## config.mk

```make
export PLATFORM = sky130hd
export DESIGN_NAME = amidar_input_ctrl
export DESIGN_NICKNAME = d
export VERILOG_FILES = /design/src/rtl/amidar_input_pkg.sv /design/src/rtl/amidar_input_ctrl_coin.sv /design/src/rtl/amidar_input_ctrl.sv
export SDC_FILE = /design/constraint.sdc
export NUM_CORES = 1
export LEC_CHECK = 0
export ABC_AREA = 0
export CAP_MARGIN = 5
export CORE_ASPECT_RATIO = 1.1
export CORE_MARGIN = 3
export CORE_UTILIZATION = 44
export DETAILED_ROUTE_END_ITERATION = 8
export PLACE_DENSITY_LB_ADDON = 0.1
export SLEW_MARGIN = 20
export SYNTH_ARGS = -nofsm -noshare
export SYNTH_HDL_FRONTEND = slang
export SYNTH_SLANG_ARGS = --single-unit
export TNS_END_PERCENT = 10
```

## constraint.sdc

```tcl
create_clock -name clk_sys -period 2.43 [get_ports clk_sys]
set_input_delay 0.486 -clock clk_sys [delete_from_list [all_inputs] [get_ports clk_sys]]
set_output_delay 0.486 -clock clk_sys [all_outputs]
set_load 0.02 [all_outputs]
```

## src/rtl/amidar_input_pkg.sv

```systemverilog
// Amidar input controller: scan codes, joystick bit indices and coin FSM states.
package amidar_input_pkg;

   localparam logic [7:0] SC_UP    = 8'h75;
   localparam logic [7:0] SC_DOWN  = 8'h72;
   localparam logic [7:0] SC_LEFT  = 8'h6B;
   localparam logic [7:0] SC_RIGHT = 8'h74;
   localparam logic [7:0] SC_SPACE = 8'h29;
   localparam logic [7:0] SC_CTRL  = 8'h14;
   localparam logic [7:0] SC_F1    = 8'h05;
   localparam logic [7:0] SC_F2    = 8'h06;
   localparam logic [7:0] SC_1     = 8'h16;
   localparam logic [7:0] SC_2     = 8'h1E;
   localparam logic [7:0] SC_5     = 8'h2E;
   localparam logic [7:0] SC_6     = 8'h36;
   localparam logic [7:0] SC_R     = 8'h2D;
   localparam logic [7:0] SC_F     = 8'h2B;
   localparam logic [7:0] SC_D     = 8'h23;
   localparam logic [7:0] SC_G     = 8'h34;
   localparam logic [7:0] SC_A     = 8'h1C;
   localparam logic [7:0] SC_T     = 8'h2C;

   localparam int JOY_RIGHT  = 0;
   localparam int JOY_LEFT   = 1;
   localparam int JOY_DOWN   = 2;
   localparam int JOY_UP     = 3;
   localparam int JOY_FIRE   = 4;
   localparam int JOY_START1 = 5;
   localparam int JOY_START2 = 6;
   localparam int JOY_COIN   = 7;

   typedef enum logic [1:0] {
      IDLE,
      PULSE,
      GAP,
      WAIT_REL
   } coin_state_t;

   // Returns {left, right, up, down}, remapped for a horizontal screen.
   function automatic logic [3:0] orient(input logic u, input logic d,
                                         input logic l, input logic r,
                                         input logic rot);
      if (rot) return {d, u, l, r};
      return {l, r, u, d};
   endfunction

endpackage

```

## src/rtl/amidar_input_ctrl_coin.sv

```systemverilog
// Coin pulse stretcher: one fixed-length pulse per request, followed by a
// mandatory low gap; a request still held after the gap must be released.
module coin_pulse_fsm
   import amidar_input_pkg::*;
#(
   parameter int COIN_LEN = 2400000,
   parameter int COIN_GAP = 2400000
) (
   input  logic clk_sys,
   input  logic reset,
   input  logic req,
   output logic pulse
);

   localparam int MAXC = (COIN_LEN > COIN_GAP) ? COIN_LEN : COIN_GAP;
   localparam int CW   = (MAXC > 1) ? $clog2(MAXC) : 1;
   localparam logic [CW-1:0] LEN_M1 = CW'(COIN_LEN - 1);
   localparam logic [CW-1:0] GAP_M1 = CW'(COIN_GAP - 1);

   coin_state_t   state_q, state_d;
   logic [CW-1:0] cnt_q, cnt_d;
   logic          pulse_q;

   always_comb begin
      state_d = state_q;
      cnt_d   = cnt_q;
      unique case (state_q)
         IDLE: begin
            if (req) begin
               state_d = PULSE;
               cnt_d   = LEN_M1;
            end
         end
         PULSE: begin
            if (cnt_q == '0) begin
               state_d = GAP;
               cnt_d   = GAP_M1;
            end else begin
               cnt_d = cnt_q - CW'(1);
            end
         end
         GAP: begin
            if (cnt_q == '0) state_d = req ? WAIT_REL : IDLE;
            else             cnt_d   = cnt_q - CW'(1);
         end
         WAIT_REL: begin
            if (!req) state_d = IDLE;
         end
         default: state_d = IDLE;
      endcase
   end

   // Output is registered so the pulse starts the edge after the request is taken.
   always_ff @(posedge clk_sys) begin
      if (reset) begin
         state_q <= IDLE;
         cnt_q   <= '0;
         pulse_q <= 1'b0;
      end else begin
         state_q <= state_d;
         cnt_q   <= cnt_d;
         pulse_q <= (state_q == PULSE);
      end
   end

   assign pulse = pulse_q;

endmodule

```

## src/rtl/amidar_input_ctrl.sv

```systemverilog
// Maps MiSTer PS/2 key events and joysticks onto Amidar cabinet inputs,
// including orientation remap and rate-limited coin pulses.
module amidar_input_ctrl
   import amidar_input_pkg::*;
#(
   parameter int COIN_LEN = 2400000,
   parameter int COIN_GAP = 2400000
) (
   input  logic        clk_sys,
   input  logic        reset,
   input  logic [10:0] ps2_key,
   input  logic [15:0] joystick_0,
   input  logic [15:0] joystick_1,
   input  logic        rotate,
   output logic [6:0]  ip_1p,
   output logic [6:0]  ip_2p,
   output logic        ip_coin1,
   output logic        ip_coin2,
   output logic        ip_service
);

   localparam int K_UP = 0,  K_DN = 1,  K_LF = 2,  K_RT = 3;
   localparam int K_SP = 4,  K_CT = 5,  K_F1 = 6,  K_F2 = 7;
   localparam int K_1  = 8,  K_2  = 9,  K_5  = 10, K_6  = 11;
   localparam int K_R  = 12, K_F  = 13, K_D  = 14, K_G  = 15;
   localparam int K_A  = 16, K_T  = 17, NK   = 18;

   logic [NK-1:0] keys_q, keys_d;
   logic          old_tog_q;
   logic [6:0]    ip_1p_q, ip_1p_d, ip_2p_q, ip_2p_d;
   logic          svc_q;
   logic          ev, pr, nx;
   logic [3:0]    d1, d2;
   logic          fire1, fire2, start1, start2, req1, req2;
   logic          unused_joy;

   assign ev = (ps2_key[10] != old_tog_q);
   assign pr = ps2_key[9];
   assign nx = ~ps2_key[8];

   always_comb begin
      keys_d = keys_q;
      if (ev) begin
         case (ps2_key[7:0])
            SC_UP:    keys_d[K_UP] = pr;
            SC_DOWN:  keys_d[K_DN] = pr;
            SC_LEFT:  keys_d[K_LF] = pr;
            SC_RIGHT: keys_d[K_RT] = pr;
            SC_SPACE: if (nx) keys_d[K_SP] = pr;
            SC_CTRL:  if (nx) keys_d[K_CT] = pr;
            SC_F1:    if (nx) keys_d[K_F1] = pr;
            SC_F2:    if (nx) keys_d[K_F2] = pr;
            SC_1:     if (nx) keys_d[K_1]  = pr;
            SC_2:     if (nx) keys_d[K_2]  = pr;
            SC_5:     if (nx) keys_d[K_5]  = pr;
            SC_6:     if (nx) keys_d[K_6]  = pr;
            SC_R:     if (nx) keys_d[K_R]  = pr;
            SC_F:     if (nx) keys_d[K_F]  = pr;
            SC_D:     if (nx) keys_d[K_D]  = pr;
            SC_G:     if (nx) keys_d[K_G]  = pr;
            SC_A:     if (nx) keys_d[K_A]  = pr;
            SC_T:     if (nx) keys_d[K_T]  = pr;
            default:  ;
         endcase
      end
   end

   assign d1 = orient(keys_q[K_UP] | joystick_0[JOY_UP],
                      keys_q[K_DN] | joystick_0[JOY_DOWN],
                      keys_q[K_LF] | joystick_0[JOY_LEFT],
                      keys_q[K_RT] | joystick_0[JOY_RIGHT], rotate);
   assign d2 = orient(keys_q[K_R] | joystick_1[JOY_UP],
                      keys_q[K_F] | joystick_1[JOY_DOWN],
                      keys_q[K_D] | joystick_1[JOY_LEFT],
                      keys_q[K_G] | joystick_1[JOY_RIGHT], rotate);

   assign fire1  = keys_q[K_SP] | keys_q[K_CT] | joystick_0[JOY_FIRE];
   assign fire2  = keys_q[K_A] | joystick_1[JOY_FIRE];
   assign start1 = keys_q[K_F1] | keys_q[K_1] | joystick_0[JOY_START1];
   assign start2 = keys_q[K_F2] | keys_q[K_2] | joystick_1[JOY_START1];
   assign req1   = keys_q[K_5] | keys_q[K_F1] | keys_q[K_F2]
                 | joystick_0[JOY_COIN];
   assign req2   = keys_q[K_6] | joystick_1[JOY_COIN];

   assign ip_1p_d = ~{start1, fire1, fire1, d1};
   assign ip_2p_d = ~{start2, fire2, fire2, d2};

   assign unused_joy = ^{joystick_0[15:8], joystick_0[JOY_START2],
                         joystick_1[15:8], joystick_1[JOY_START2]};

   always_ff @(posedge clk_sys) begin
      if (reset) begin
         keys_q    <= '0;
         old_tog_q <= 1'b0;
         ip_1p_q   <= 7'h7F;
         ip_2p_q   <= 7'h7F;
         svc_q     <= 1'b1;
      end else begin
         keys_q    <= keys_d;
         old_tog_q <= ps2_key[10];
         ip_1p_q   <= ip_1p_d;
         ip_2p_q   <= ip_2p_d;
         svc_q     <= ~keys_q[K_T];
      end
   end

   coin_pulse_fsm #(.COIN_LEN(COIN_LEN), .COIN_GAP(COIN_GAP)) u_coin1 (
      .clk_sys (clk_sys),
      .reset   (reset),
      .req     (req1),
      .pulse   (ip_coin1)
   );

   coin_pulse_fsm #(.COIN_LEN(COIN_LEN), .COIN_GAP(COIN_GAP)) u_coin2 (
      .clk_sys (clk_sys),
      .reset   (reset),
      .req     (req2),
      .pulse   (ip_coin2)
   );

   assign ip_1p      = ip_1p_q;
   assign ip_2p      = ip_2p_q;
   assign ip_service = svc_q;

endmodule

```

==> reports/metrics.sh <==
WORST_R2R_PATH_DEPTH=6
SYNTHTOPCELLSBYAREA='sky130_fd_sc_hd__dfxtp_1 (37%), sky130_fd_sc_hd__a21oi_1 (4.8%), sky130_fd_sc_hd__nor2_1 (4.7%), sky130_fd_sc_hd__nand2_1 (3.7%), sky130_fd_sc_hd__o21ai_0 (3.6%)'
DRTANTENNAVIOLNETS=0
H-TREE-DEPTH=3
CP_DATA_ARRIVAL_TIME_NS=2.55
NUMBER_OF_ANTENNA_VIOLATIONS_AT_THE_FIRST_CHECK_IN_GLOBAL_ROUTING=0
FINAL_NET_COUNT=680
DRCVIOLATIONCOUNT=0
LAYOUT-AREA-OVERHEAD-VS-SYNTH_PCT=23.1
CELL_FAMILY_WITH_MOST_CP_DELAY='simple AND/OR/NAND/NOR gates'
SYNTHSIMPLEGATEAREAFRAC_PCT=27.5
CORE.ROWCOUNT=38
NUM_VIAS=4459
COMBINED_AREA_OF_ALL_SYNTHESIZED_CELLS_UM2=4490
TOTAL_NUMBER_OF_CLOCK_TREE_SINKS=82
DIE_WIDTH_UM=102
CRITPATHMAXSTAGEDELAY_NS=0.63
DRT_FIRST_PASS_ITERS=5
MOST_COMMON_FLOP_CELL_MAPPED_BY_YOSYS='sky130_fd_sc_hd__dfxtp_1'
POWER_LEAKAGE_nW=2.06
CTS_ROOT_BUFFER='sky130_fd_sc_hd__clkbuf_8'
TIMING.CRITICAL_PATH.CELLS='or3_4, or4_4, o31ai_4, buf_4, o21ai_1, a221oi_2'
TIMING.HOLD.WORST_PATH_DEPTH=1
SETUP_VIOL=0
CRIT-REG2REG-CAPTURE='u_coin1.cnt_q[9]'
DETAIL_ROUTE.WIRELENGTH_UM=11800
MAX_SLEW.WORST_PIN.SLEW_NS=0.641
ROUTE.DETAILED.WL_PER_INST_UM=15.7
SYNTHDISTINCTLIBCELLS=71
LAYOUT_SETUP_WS_NS=0.157
WORST_PATH_MAX_DELAY_CELL='sky130_fd_sc_hd__or4_4'
SETUP.WORST_PATH.CLASS='reg -> reg'
SYNTH_COMPOUND_GATE_AREA_SHARE_PCT=24.9
ANTENNA_CELLS_INSERTED=0
CRITICAL_PATH.N_BUFFERS_INVERTERS=1
CTS-ROOT-TO-SINK-BUFFERS=2
FINAL_UTIL_PCT=55.9
RSZ0062_AT_GRT='true'
MIN_PERIOD_OVER_PERIOD_PCT=93.5
DRT_ITER0_MARKERS=194
CTS-BUFFERS-INSERTED=9
CORE_UM2=9890
GRT_PASS1_VIAS=4270
SLEW-LIMIT-HEADROOM_PCT=57.1
VIAS_PER_CELL=5.95
IO_BUFFER_COUNT=44
FLOORPLAN.IO_PINS=63
YS_SEQ_ELEMENTS=82
CRITPATHMAXFANOUT=10
YS_SEQ_AREA_SHARE_PCT=36.6
SYNTH-EDFF-COUNT=0
CRITPATHCAPTURETYPE='flop'
YOSYS_WARNINGS=0
MAXCAPVIOLCOUNT=0
SYNTH.NET_COUNT=606
SYNTH_TOP_FAMILY_BY_AREA='simple AND/OR/NAND/NOR gates'
WORSTPATHREQUIRED_NS=2.70
HP-CLASS='reg -> reg'
GRT_REMAINING_OVERFLOW=0
CRITICAL_PATH.STARTPOINT_TYPE='flop'
SHARE_OF_CELL_AREA_TAKEN_BY_MUXES_AFTER_SYNTHESIS_PCT=3.12
GP_CONGESTION=0.866
PLACE_AREA_UM2=5290
GRT_START_MAX_NET_PINS=21
VDD_DROP_MAX_mV=0.643
INITIAL_CELL_DENSITY_OF_THE_CORE_PCT=45.4
POST_SYNTH_FA_HA_MAJ_AREA_FRACTION_PCT=2.79
TRITONCTS_CLOCK_TREE='yes'
HP-START='keys_q[17]'
HOLD_VIOL_FINAL=0
XOR_XNOR_FRACTION_OF_SYNTH_AREA_PCT=0.975
PRE_CTS_WS_NS=0.0717
GLOBALROUTETOTALUTIL_PCT=21.3
CLOCK-SKEW-FINAL_NS=0.00912
AVGSYNTHCELLAREA_UM2=8.16
PATH_CLK_SLEW_NS=0.09
R2R_START='u_coin1.cnt_q[10]'
POST_ROUTE_CELLS_DRIVE_ABOVE_1_SHARE_PCT=13.2
FP.DIEAREA_UM2=11500
SYN_INST=550
GRT_PASS1_WL_UM=20000
FIN_AREA_UM2=5530
SYNTH_TOP_CELL_AREA_SHARE_PCT=36.6
SYNTH_TOP_CELL_BY_AREA='sky130_fd_sc_hd__dfxtp_1'
DIE_H_UM=112
PWR_DENSITY_CELL_nW_PER_UM2=1170
WORSTHOLDENDPOINT='ip_service'
CLK_LATENCY_NS=0.36
SYNTHARSTFLOPSHARE_PCT=0
R2R_SLACK_NS=0.16
NFILLCELLS=961
FIN_CRIT_NS=2.27
HPWLAFTERDP_UM=8690
DRV_SLEW=0
OUTCOME='completed'
FMAX_MHz=440
[what timing repair did]
item | CTS | global route
endpoints found under the setup margin | 0 | 6
gates resized for setup | 0 | 1
setup buffers | 0 | 0
hold buffers | 0 | 0
[report_power, final]
part / switching [mW] / internal, mW / total (mW)
Clock: 0.500 / 0.636 / 1.14
Combinational: 1.99 / 1.43 / 3.43
Sequential: 0.277 / 1.63 / 1.91
Total: 2.77 / 3.70 / 6.47
[cell families after synthesis]
| logic type | Yosys count |
|---|---|
| AND/OR/NAND/NOR | 232 |
| AO/OA/AOI/OAI | 163 |
| flip-flops | 82 |
| buffers and inverters | 44 |
| multiplexers | 14 |
| adder cells (fa/ha/maj) | 10 |
| XOR/XNOR | 5 |
[stage by stage]
| step | setup TNS [ns] | std cells | hold slack, ns | power, mW |
|---|---|---|---|---|
| floorplan | 0 | 550 | 0.358 | 4.17 |
| global placement | 0 | 733 | 0.369 | 5.19 |
| detailed placement | 0 | 733 | 0.384 | 5.29 |
| CTS | 0 | 749 | 0.409 | 6.45 |
| global route | -0.0633 | 749 | 0.443 | 6.97 |
| finish | 0 | 749 | 0.400 | 6.47 |
[cell type report]
class                   instances  area (µm²)  area share [%]
clock buffers                  12         155            2.81
clock inverters                 4        73.8            1.34
inverters                      19        71.3            1.29
multi-input cells             424        2670            48.3
flip-flops and latches         82        1640            29.7
well taps                     120         150            2.72
repair buffers                 88         766            13.9
[placed cells by master, fill, tap and decap left out, drive strengths merged, types with 5 or more instances in the layout]
| cell type | count |
|---|---|
| dfxtp | 82 |
| nor2b | 6 |
| a31oi | 8 |
| a32o | 5 |
| or3 | 11 |
| nand3 | 16 |
| clkdlybuf4s50 | 43 |
| a21o | 7 |
| o21ai | 37 |
| or2 | 8 |
| nand2 | 44 |
| nor3b | 7 |
| nor4 | 13 |
| o311ai | 6 |
| mux2i | 14 |
| nor4b | 5 |
| buf | 45 |
| o31ai | 15 |
| inv | 18 |
| or4 | 12 |
| a211oi | 6 |
| clkbuf | 12 |
| nand2b | 5 |
| nor3 | 26 |
| ha | 10 |
| nand4 | 8 |
| a21oi | 43 |
| nor2 | 56 |
[how the worst max path moves through the flow]
stage | start | endpoint | slack [ns] | depth (start not counted)
finish | u_coin1.cnt_q[10] | u_coin1.cnt_q[9] | 0.16 | 6
global route | u_coin2.cnt_q[1] | u_coin2.cnt_q[18] | -0.02 | 9
CTS | u_coin1.cnt_q[10] | u_coin1.cnt_q[17] | 0.11 | 5
detailed placement | joystick_1[7] | u_coin2.cnt_q[13] | 0.07 | 7
global placement | joystick_1[7] | u_coin2.cnt_q[16] | 0.07 | 7
floorplan | u_coin1.state_q[0] | u_coin1.cnt_q[17] | 0.15 | 7
[sequential cells by signal, summed over array words and instances, names as in the netlist]
signal	cells
u_coin1.cnt_q	22
u_coin2.cnt_q	22
keys_q	18
ip_1p	6
ip_2p	6
u_coin1.state_q	2
u_coin2.state_q	2
ip_service	1
old_tog_q	1
u_coin1.pulse	1
u_coin2.pulse	1
[synth_stat cells (8+ instances only)]
library cell and count:
sky130_fd_sc_hd__a21oi_1 43, sky130_fd_sc_hd__a31oi_1 8, sky130_fd_sc_hd__clkbuf_1 16, sky130_fd_sc_hd__dfxtp_1 82
sky130_fd_sc_hd__ha_1 10, sky130_fd_sc_hd__inv_1 18, sky130_fd_sc_hd__mux2i_1 14, sky130_fd_sc_hd__nand2_1 44
sky130_fd_sc_hd__nand3_1 16, sky130_fd_sc_hd__nand4_1 8, sky130_fd_sc_hd__nor2_1 56, sky130_fd_sc_hd__nor3_1 26
sky130_fd_sc_hd__nor4_1 12, sky130_fd_sc_hd__o21ai_0 32, sky130_fd_sc_hd__o31ai_1 13, sky130_fd_sc_hd__or3_1 10
sky130_fd_sc_hd__or4_1 11
[metal layers]
layer / GRT usage (%) / share of wire (%) / vias to the layer above
li1: - / - / 2217
met1: 29.0 / 46 / 2123
met2: 34.2 / 47 / 104
met3: 3.88 / 5.3 / 15
met4: 6.56 / 1.3 / 0
met5: 0 / 0 / -
Power figures use the tool's default switching activity.
